`src/rtl/bh1750_sampler.sv`:
```
// Dual BH1750 sequencer: powers both sensors up, sets continuous H-res mode and
// periodically reads both over a shared IIC driver, publishing raw and lux values.
module bh1750_sampler #(
  parameter int          CYC_PER_MS  = 100_000,
  parameter logic [6:0]  DEV_ADDR    = 7'h23,
  parameter logic [7:0]  CMD_PWR_ON  = 8'h01,
  parameter logic [7:0]  MODE_CMD    = 8'h10,
  parameter int          PWRUP_MS    = 10,
  parameter int          MEAS_MS     = 180,
  parameter int          ACK_CYC     = 16,
  parameter int          TIMEOUT_CYC = 2_000_000
) (
  input  logic        clk,
  input  logic        rst_n,
  input  logic        enable,
  output logic [6:0]  iic_addr,
  output logic [7:0]  iic_data,
  output logic        iic_write,
  output logic        iic_read,
  input  logic        iic_busy,
  input  logic [7:0]  rd_h1,
  input  logic [7:0]  rd_l1,
  input  logic [7:0]  rd_h2,
  input  logic [7:0]  rd_l2,
  output logic [15:0] raw1,
  output logic [15:0] raw2,
  output logic [15:0] lux1,
  output logic [15:0] lux2,
  output logic        sample_valid,
  output logic        timeout_err,
  output logic [3:0]  dbg_state
);

  typedef enum logic [3:0] {
    S_IDLE, S_PWRUP, S_PWR, S_MODE, S_MEAS, S_RD, S_LATCH, S_LUX, S_ERR
  } state_t;

  // Driver handshake: data settles one cycle before the request rises; the request
  // is a level held until busy is seen high, and the transfer ends on busy low.
  typedef enum logic [1:0] {PH_DATA, PH_SET, PH_REQ, PH_BUSY} phase_t;

  state_t      state, state_d;
  phase_t      phase, phase_d;
  logic [31:0] pre_cnt, ms_cnt, hs_cnt;
  logic        req_on, req_off, fault, do_latch, do_lux;
  logic        is_read;
  logic [7:0]  cmd;
  logic [23:0] prod1, prod2;

  assign iic_addr  = DEV_ADDR;
  assign dbg_state = state;
  assign is_read   = (state == S_RD);
  assign cmd       = (state == S_MODE) ? MODE_CMD : CMD_PWR_ON;
  assign prod1     = 24'(raw1) * 24'd205;
  assign prod2     = 24'(raw2) * 24'd205;

  always_comb begin
    state_d  = state;
    phase_d  = phase;
    req_on   = 1'b0;
    req_off  = 1'b0;
    fault    = 1'b0;
    do_latch = 1'b0;
    do_lux   = 1'b0;
    case (state)
      S_IDLE:  if (enable) state_d = S_PWRUP;
      S_PWRUP: begin
        if (!enable)                       state_d = S_IDLE;
        else if (ms_cnt == 32'(PWRUP_MS))  state_d = S_PWR;
      end
      S_PWR, S_MODE, S_RD: begin
        case (phase)
          PH_DATA: phase_d = PH_SET;
          PH_SET: if (!iic_busy) begin
            req_on  = 1'b1;
            phase_d = PH_REQ;
          end
          PH_REQ: begin
            if (iic_busy) begin
              req_off = 1'b1;
              phase_d = PH_BUSY;
            end else if (hs_cnt == 32'(ACK_CYC - 1)) begin
              fault = 1'b1;
            end
          end
          default: begin
            if (!iic_busy) begin
              phase_d = PH_DATA;
              state_d = (state == S_PWR) ? S_MODE : (state == S_MODE) ? S_MEAS : S_LATCH;
            end else if (hs_cnt == 32'(TIMEOUT_CYC - 1)) begin
              fault = 1'b1;
            end
          end
        endcase
        if (fault) begin
          req_off = 1'b1;
          phase_d = PH_DATA;
          state_d = S_ERR;
        end
      end
      S_MEAS: begin
        if (!enable)                     state_d = S_IDLE;
        else if (ms_cnt == 32'(MEAS_MS)) state_d = S_RD;
      end
      S_LATCH: begin
        do_latch = 1'b1;
        state_d  = S_LUX;
      end
      S_LUX: begin
        do_lux  = 1'b1;
        state_d = enable ? S_MEAS : S_IDLE;
      end
      S_ERR: begin
        if (!enable)              state_d = S_IDLE;
        else if (ms_cnt == 32'd1) state_d = S_PWRUP;
      end
      default: state_d = S_IDLE;
    endcase
    if (state_d != state) phase_d = PH_DATA;
  end

  always_ff @(posedge clk or negedge rst_n) begin
    if (!rst_n) begin
      state   <= S_IDLE;
      phase   <= PH_DATA;
      pre_cnt <= '0;
      ms_cnt  <= '0;
      hs_cnt  <= '0;
    end else begin
      state <= state_d;
      phase <= phase_d;
      // Millisecond timebase restarts on every state change.
      if (state_d != state) begin
        pre_cnt <= '0;
        ms_cnt  <= '0;
      end else if (pre_cnt == 32'(CYC_PER_MS - 1)) begin
        pre_cnt <= '0;
        ms_cnt  <= ms_cnt + 32'd1;
      end else begin
        pre_cnt <= pre_cnt + 32'd1;
      end
      if (state_d != state || phase_d != phase) hs_cnt <= '0;
      else                                      hs_cnt <= hs_cnt + 32'd1;
    end
  end

  always_ff @(posedge clk or negedge rst_n) begin
    if (!rst_n) begin
      iic_write    <= 1'b0;
      iic_read     <= 1'b0;
      iic_data     <= '0;
      raw1         <= '0;
      raw2         <= '0;
      lux1         <= '0;
      lux2         <= '0;
      sample_valid <= 1'b0;
      timeout_err  <= 1'b0;
    end else begin
      if (req_on) begin
        iic_write <= !is_read;
        iic_read  <= is_read;
      end else if (req_off) begin
        iic_write <= 1'b0;
        iic_read  <= 1'b0;
      end
      if ((state == S_PWR || state == S_MODE) && phase == PH_DATA) iic_data <= cmd;
      if (do_latch) begin
        raw1 <= {rd_h1, rd_l1};
        raw2 <= {rd_h2, rd_l2};
      end
      if (do_lux) begin
        lux1 <= prod1[23:8];
        lux2 <= prod2[23:8];
      end
      sample_valid <= do_lux;
      if (!enable)    timeout_err <= 1'b0;
      else if (fault) timeout_err <= 1'b1;
    end
  end

endmodule

```
`config.mk`:
```
export PLATFORM = sky130hd
export DESIGN_NAME = bh1750_sampler
export DESIGN_NICKNAME = d
export VERILOG_FILES = /design/src/rtl/bh1750_sampler.sv
export SDC_FILE = /design/constraint.sdc
export NUM_CORES = 1
export LEC_CHECK = 0
export ABC_AREA = 0
export ABC_CLOCK_PERIOD_IN_PS = 11400
export CORE_UTILIZATION = 45
export DETAILED_ROUTE_END_ITERATION = 6
export PLACE_DENSITY = 0.69
export SETUP_SLACK_MARGIN = 0.02
export SLEW_MARGIN = 20
export SYNTH_ARGS = -nofsm -noshare
export SYNTH_HDL_FRONTEND = slang
export SYNTH_SLANG_ARGS = --single-unit
```
`constraint.sdc`:
```
create_clock -name clk -period 11.4 [get_ports clk]
set_clock_uncertainty 0.15 [all_clocks]
set_input_delay 2.85 -clock clk [delete_from_list [all_inputs] [get_ports clk]]
set_output_delay 2.85 -clock clk [all_outputs]
set_load 0.005 [all_outputs]
```
# After elaboration in Yosys (flattened, before gate mapping)

Cells that the tools add are included.

Flip-flop bits (word level): 178
Latch bits: 0
Memory bits (writable): 0
ROM bits: 0
Input bits: 36
Output and inout port bits: 87
Memories: 0

Add/sub/neg operators: 3
$mul: 2
Div/mod/pow operators: 0
Magnitude comparators: 0
Equal/unequal tests: 19
Shift operators: 0
Muxes and demuxes: 48
Bitwise logic cells: 0
Reduce and logical (&&, ||, !) cells: 11

Operators by type and width:

| kind                                                                     | number |
|---|---|
| 32-bit 2-to-1 mux                                                        | 5 |
| 32-bit by 1-bit adder with 32-bit output (second input constant)         | 3 |
| 32-bit by 4-bit equality test with 1-bit output (second input constant)  | 2 |
| 16-bit by 8-bit multiplier with 24-bit output (second input constant)    | 2 |
| 4-bit 2-to-1 mux                                                         | 10 |
| 32-bit by 1-bit equality test with 1-bit output (second input constant)  | 1 |
| 32-bit by 17-bit equality test with 1-bit output (second input constant) | 1 |
| 32-bit by 21-bit equality test with 1-bit output (second input constant) | 1 |
| 32-bit by 8-bit equality test with 1-bit output (second input constant)  | 1 |
| 4-bit one-hot mux with 7 select lines                                    | 1 |
| 1-bit 2-to-1 mux                                                         | 20 |
| 4-bit by 3-bit equality test with 1-bit output (second input constant)   | 4 |
| 2-bit 2-to-1 mux                                                         | 7 |
| 4-bit by 2-bit equality test with 1-bit output (second input constant)   | 2 |
| 3-bit 2-to-1 mux                                                         | 2 |
| 2-bit one-hot mux with 3 select lines                                    | 1 |
| 3-bit OR reduction                                                       | 2 |
| 5-bit 2-to-1 mux                                                         | 1 |
| 4-bit by 1-bit equality test with 1-bit output (second input constant)   | 1 |
| 4-bit equality test (second input constant)                              | 1 |
| 4-bit logical NOT                                                        | 1 |
| 4-bit != test                                                            | 1 |
| 2-bit nonzero test                                                       | 2 |
| 2-bit by 1-bit equality test with 1-bit output (second input constant)   | 1 |
| 9 further kinds                                                          | 10 |

# Longest topological paths before layout

Word-level depth: 12
Gate-level depth with buffers: 14

# Least setup slack after synthesis

Ideal clock, no wire load.

Kind: input to register
Start: input iic_busy
End: register pre_cnt[24]
Library setup time: 0.120 ns
Arrival time: 4.543 ns
Required time: 11.130 ns
Slack: 6.586 ns
Cell stages on the path: 10
Buffers on the path: 3
Cells stage by stage: buf_2 > and4_1 > nand3_1 > a211oi_2 > o21ai_0 > a21o_1 > nand4_2 > buf_4 > buf_6 > nor3_2

Cells in the longest elaborated chain, start to end: 7

RTL lines:

| what                                       | line   | text |
|---|---|---|
| from (decl)                                | 20     | `input logic iic_busy,` |
| 1-bit 2-to-1 mux, on equally long branches | 87, 79 |  |
| 1-bit one-hot mux with 2 select lines      | 72     | `case (phase)` |
| 1-bit 2-to-1 mux                           | 65     | `case (state)` |
| 4-bit 2-to-1 mux (*)                       | 95     | `if (fault) begin` |
| 4-bit one-hot mux with 7 select lines (*)  | 65     |  |
| 4-bit != test (*)                          | 133    | `if (state_d != state) begin` |
| 32-bit 2-to-1 mux (*)                      | 133    |  |
| to (signal assigned)                       | 140    | `pre_cnt <= pre_cnt + 32'd1;` |
| to (decl)                                  | 44     | `logic [31:0] pre_cnt, ms_cnt, hs_cnt;` |

Every way passes the cells marked *; elsewhere a longest branch is shown, timed or not. The select of a mux whose other input is x is not followed.
A chain may end at the register's enable or synchronous reset.

# Final worst setup path

Start: input iic_busy
End: register pre_cnt[7]

Same word-level chain as after synthesis.

==> flow_summary.yaml <==
status:
  outcome: "complete, no violations"
worst_hold_path:
  worst_hold_path_type: "reg2reg"
finish:
  final_net_count: 1695
  fill_cells: 2562
  syn_to_final_growth_pct: 14.52
  final_layout_size_suffix_gt1_share_pct: 7.656
  antenna_cells_inserted: 0
drt:
  postRouteWirelength_mm: 28.23
  dr_total_vias: 9748
  ant_nets: 0
  post-route-drc-count: 0
  wl_per_cell_um: 15.28
  drtIter0Drc: 551
  detailedRoute.firstPassIterationCount: 5
  via_per_inst: 5.278
floorplan:
  num_io_pins: 123
  fp.dieH_um: 173.4
  initial_core_util_pct: 45.96
  fp.coreArea_mm2: 0.02878
  rows: 62
  floorplan.die_area_mm2: 0.03008
  die_w_um: 173.4
clock_tree:
  max_buffers_root_to_sink: 2
  cts_post_setup_buffers_inserted: 0
  htreeDepth: 4
  post_cts_hold_buffer_count: 0
  clock_latency_of_the_later_clocked_register_in_the_worst_skew_pair_ns: 0.44
  cts_tree: "built"
  worst_setup_hold_path_clk_slew_ns: 0.07
  cts_inserted_buffers: 17
  cts-resized-gates: 0
  clock-sinks: 172
  cts-root-buf: "sky130_fd_sc_hd__clkbuf_16"
place:
  port_buffer_count: 109
  hpwl_mm: 20.56
  place.gp.congestion: 0.8914
global_route:
  gr-total-overflow: 0
  largest_net_degree_at_the_start_of_global_routing: 99
  first_global_vias: 9754
  grt_pass1_wl_mm: 48.67
  antenna_found_initial: 0
  grt_use_total_pct: 19.72
critical_path:
  critical_path.max_fanout: 98
  timing.critical_path.from_type: "primary input"
  critical_path_data_required_time_ns: 11.53
  timing.critical_path.to_type: "flip-flop"
  timing.critical_path.arrival_ns: 5.74
  worst_path_class_setup: "in2reg"
sta:
  finalCriticalPeriod_ns: 5.616
  timing.slew.headroom_pct: 34.10
  grt_setup_unrepaired: "false"
  final-max-slew-violation-count: 0
  worst_slew_pin_slew_ns: 0.9794
  finalHoldViolCount: 0
  fin_tns_setup_ns: 0
  max_clock_freq_ghz: 0.1781
  whs_ns: 0.3277
  setup_violating_endpoint_count_in_the_final_report: 0
  min_period_over_period_pct: 49.27
synth:
  ys_types: 70
  postSynthRegisterBits: 172
  synthesis.instances: 1367
  yosysWarnings: 0
  asyncSetResetFlopFracSynth_pct: 100.0
  area_of_the_mapped_netlist_mm2: 0.01323
  synth_edf_count: 0
  yosysSeqAreaShare_pct: 32.54
  syn_area_per_cell_um2: 9.676
  ys_dominant_reg_cell: "sky130_fd_sc_hd__dfrtp_1"
power:
  ir_worst_vdd_mv: 0.1094
  cellLeakagePower_nw: 7.042
  power-per-cell-area_mw_per_mm2: 83.59
run:
  maxCapViolations: 0
registers in the layout, indices dropped and copies added, names as in the netlist:
name and count:
dbg_state 4, hs_cnt 32, iic_data 2, iic_read 1
iic_write 1, lux1 16, lux2 16, ms_cnt 32
phase 2, pre_cnt 32, raw1 16, raw2 16
sample_valid 1, timeout_err 1
power breakdown:
group          internal [mW]  switching (mW)  leakage, nW
sequential             0.615         0.00694         2.38
combinational         0.0218          0.0430         4.38
clock                  0.310           0.269        0.291
total                  0.947           0.319         7.04
cells in the mapped netlist (3+ instances only):
| cell | count | area, um2 |
|---|---|---|
| sky130_fd_sc_hd__fa_1 | 70 | 1401 |
| sky130_fd_sc_hd__ha_1 | 139 | 1739 |
| sky130_fd_sc_hd__clkbuf_1 | 22 | 82.58 |
| sky130_fd_sc_hd__xnor2_1 | 63 | 551.8 |
| sky130_fd_sc_hd__nand2b_1 | 3 | 18.77 |
| sky130_fd_sc_hd__mux2_2 | 29 | 326.6 |
| sky130_fd_sc_hd__a21o_1 | 9 | 67.56 |
| sky130_fd_sc_hd__a211oi_1 | 11 | 82.58 |
| sky130_fd_sc_hd__buf_6 | 7 | 78.83 |
| sky130_fd_sc_hd__or3_1 | 4 | 25.02 |
| sky130_fd_sc_hd__dfrtp_1 | 172 | 4304 |
| sky130_fd_sc_hd__nor4_1 | 31 | 193.9 |
| sky130_fd_sc_hd__nor3_1 | 77 | 385.4 |
| sky130_fd_sc_hd__and4_1 | 12 | 105.1 |
| sky130_fd_sc_hd__a31oi_1 | 3 | 18.77 |
| sky130_fd_sc_hd__a21oi_1 | 16 | 80.08 |
| sky130_fd_sc_hd__buf_2 | 14 | 70.07 |
| sky130_fd_sc_hd__o31ai_1 | 8 | 60.06 |
| sky130_fd_sc_hd__and2_1 | 5 | 31.28 |
| sky130_fd_sc_hd__a211o_1 | 4 | 35.03 |
| sky130_fd_sc_hd__nand4_1 | 28 | 175.2 |
| sky130_fd_sc_hd__nor4b_2 | 7 | 105.1 |
| sky130_fd_sc_hd__nor2_1 | 57 | 214.0 |
| sky130_fd_sc_hd__buf_4 | 19 | 142.6 |
| sky130_fd_sc_hd__nor2b_1 | 8 | 50.05 |
| sky130_fd_sc_hd__nand3_1 | 53 | 265.3 |
| sky130_fd_sc_hd__xor2_1 | 47 | 411.6 |
| sky130_fd_sc_hd__nor3b_1 | 3 | 22.52 |
| sky130_fd_sc_hd__o21ai_0 | 43 | 215.2 |
| sky130_fd_sc_hd__nand2_1 | 118 | 442.9 |
| sky130_fd_sc_hd__nor3_2 | 22 | 220.2 |
| sky130_fd_sc_hd__and3_1 | 27 | 168.9 |
| sky130_fd_sc_hd__inv_1 | 188 | 705.7 |
| sky130_fd_sc_hd__o21a_1 | 3 | 22.52 |
final timing paths:
check / slack (ns) / depth (start not counted) / to / from
min: 0.33 / 2 / lux2[12] / lux2[12]
max reg2reg: 6.23 / 14 / lux2[14] / raw2[12]
max: 5.78 / 9 / pre_cnt[7] / iic_busy
min in group asynchronous: 2.28 / 1 / ms_cnt[19] / rst_n
min reg2reg: 0.33 / 2 / lux2[12] / lux2[12]
max in group asynchronous: 6.94 / 3 / pre_cnt[9] / rst_n
through the flow:
step | utilization (%) | cells | total power, mW | worst slack [ns] | area, um2
floorplan | - | 1378 | 0.6718 | 6.586 | 13270
global placement | 50.52 | 1814 | 0.6986 | 5.165 | 14540
detailed placement | 50.53 | 1814 | 0.6998 | 5.365 | 14540
CTS | 52.53 | 1846 | 1.283 | 5.832 | 15120
global route | 52.63 | 1847 | 1.314 | 5.590 | 15150
finish | 52.63 | 1847 | 1.266 | 5.784 | 15150
metal layers:
layer  global-route usage, %  up-vias  wire length (um)
li1                        -     4777                 -
met1                   27.21     4793             13710
met2                   32.16      159             13310
met3                   3.268       19               895
met4                   5.015        0               300
met5                       0        -                 0
logic make-up (layout without fill, tap and decap cells):
family | Yosys count | count (layout) | synth area share [%]
muxes | 31 | 31 | 2.620
xor gates and xnor gates | 110 | 110 | 7.284
and+or+nand+nor | 469 | 469 | 19.41
adders and majority gates | 209 | 209 | 23.74
DFF | 172 | 172 | 32.54
AOI/OAI and AO/OA | 121 | 121 | 6.092
buffers and inverters | 253 | 338 | 8.249
other | 2 | 13 | 0.05678
worst max-delay path: stages:
cell,delay [ns]
sky130_fd_sc_hd__clkdlybuf4s50_1,0.63
sky130_fd_sc_hd__and4_1,0.23
sky130_fd_sc_hd__nand3_1,0.11
sky130_fd_sc_hd__a211oi_2,0.59
sky130_fd_sc_hd__o21ai_0,0.15
sky130_fd_sc_hd__a21o_1,0.23
sky130_fd_sc_hd__nand4_4,0.09
sky130_fd_sc_hd__buf_6,0.66
sky130_fd_sc_hd__nor4_1,0.13
cell usage in the layout, fill, tap and decap left out, drive strengths merged, types with 16 or more instances in the layout:
| cell | instances |
|---|---|
| xor2 | 47 |
| nor2 | 57 |
| ha | 139 |
| and3 | 27 |
| nor3 | 99 |
| clkbuf | 21 |
| inv | 195 |
| nand4 | 29 |
| nor4 | 33 |
| nand2 | 118 |
| fa | 70 |
| mux2 | 29 |
| dfrtp | 172 |
| a21oi | 16 |
| xnor2 | 63 |
| clkdlybuf4s50 | 108 |
| o21ai | 43 |
| nand3 | 53 |
area by class of cell:
cell class | instances | area, um2 | share of cell area [%]
clock buffers | 21 | 480.5 | 3.172
repair buffers | 117 | 1176 | 7.765
well taps | 384 | 480.5 | 3.172
inverters | 189 | 709.4 | 4.684
flip-flops and latches | 172 | 4304 | 28.42
multi-input cells | 953 | 7900 | 52.16
clock inverters | 11 | 96.34 | 0.6360
Power figures use the tool's default switching activity.
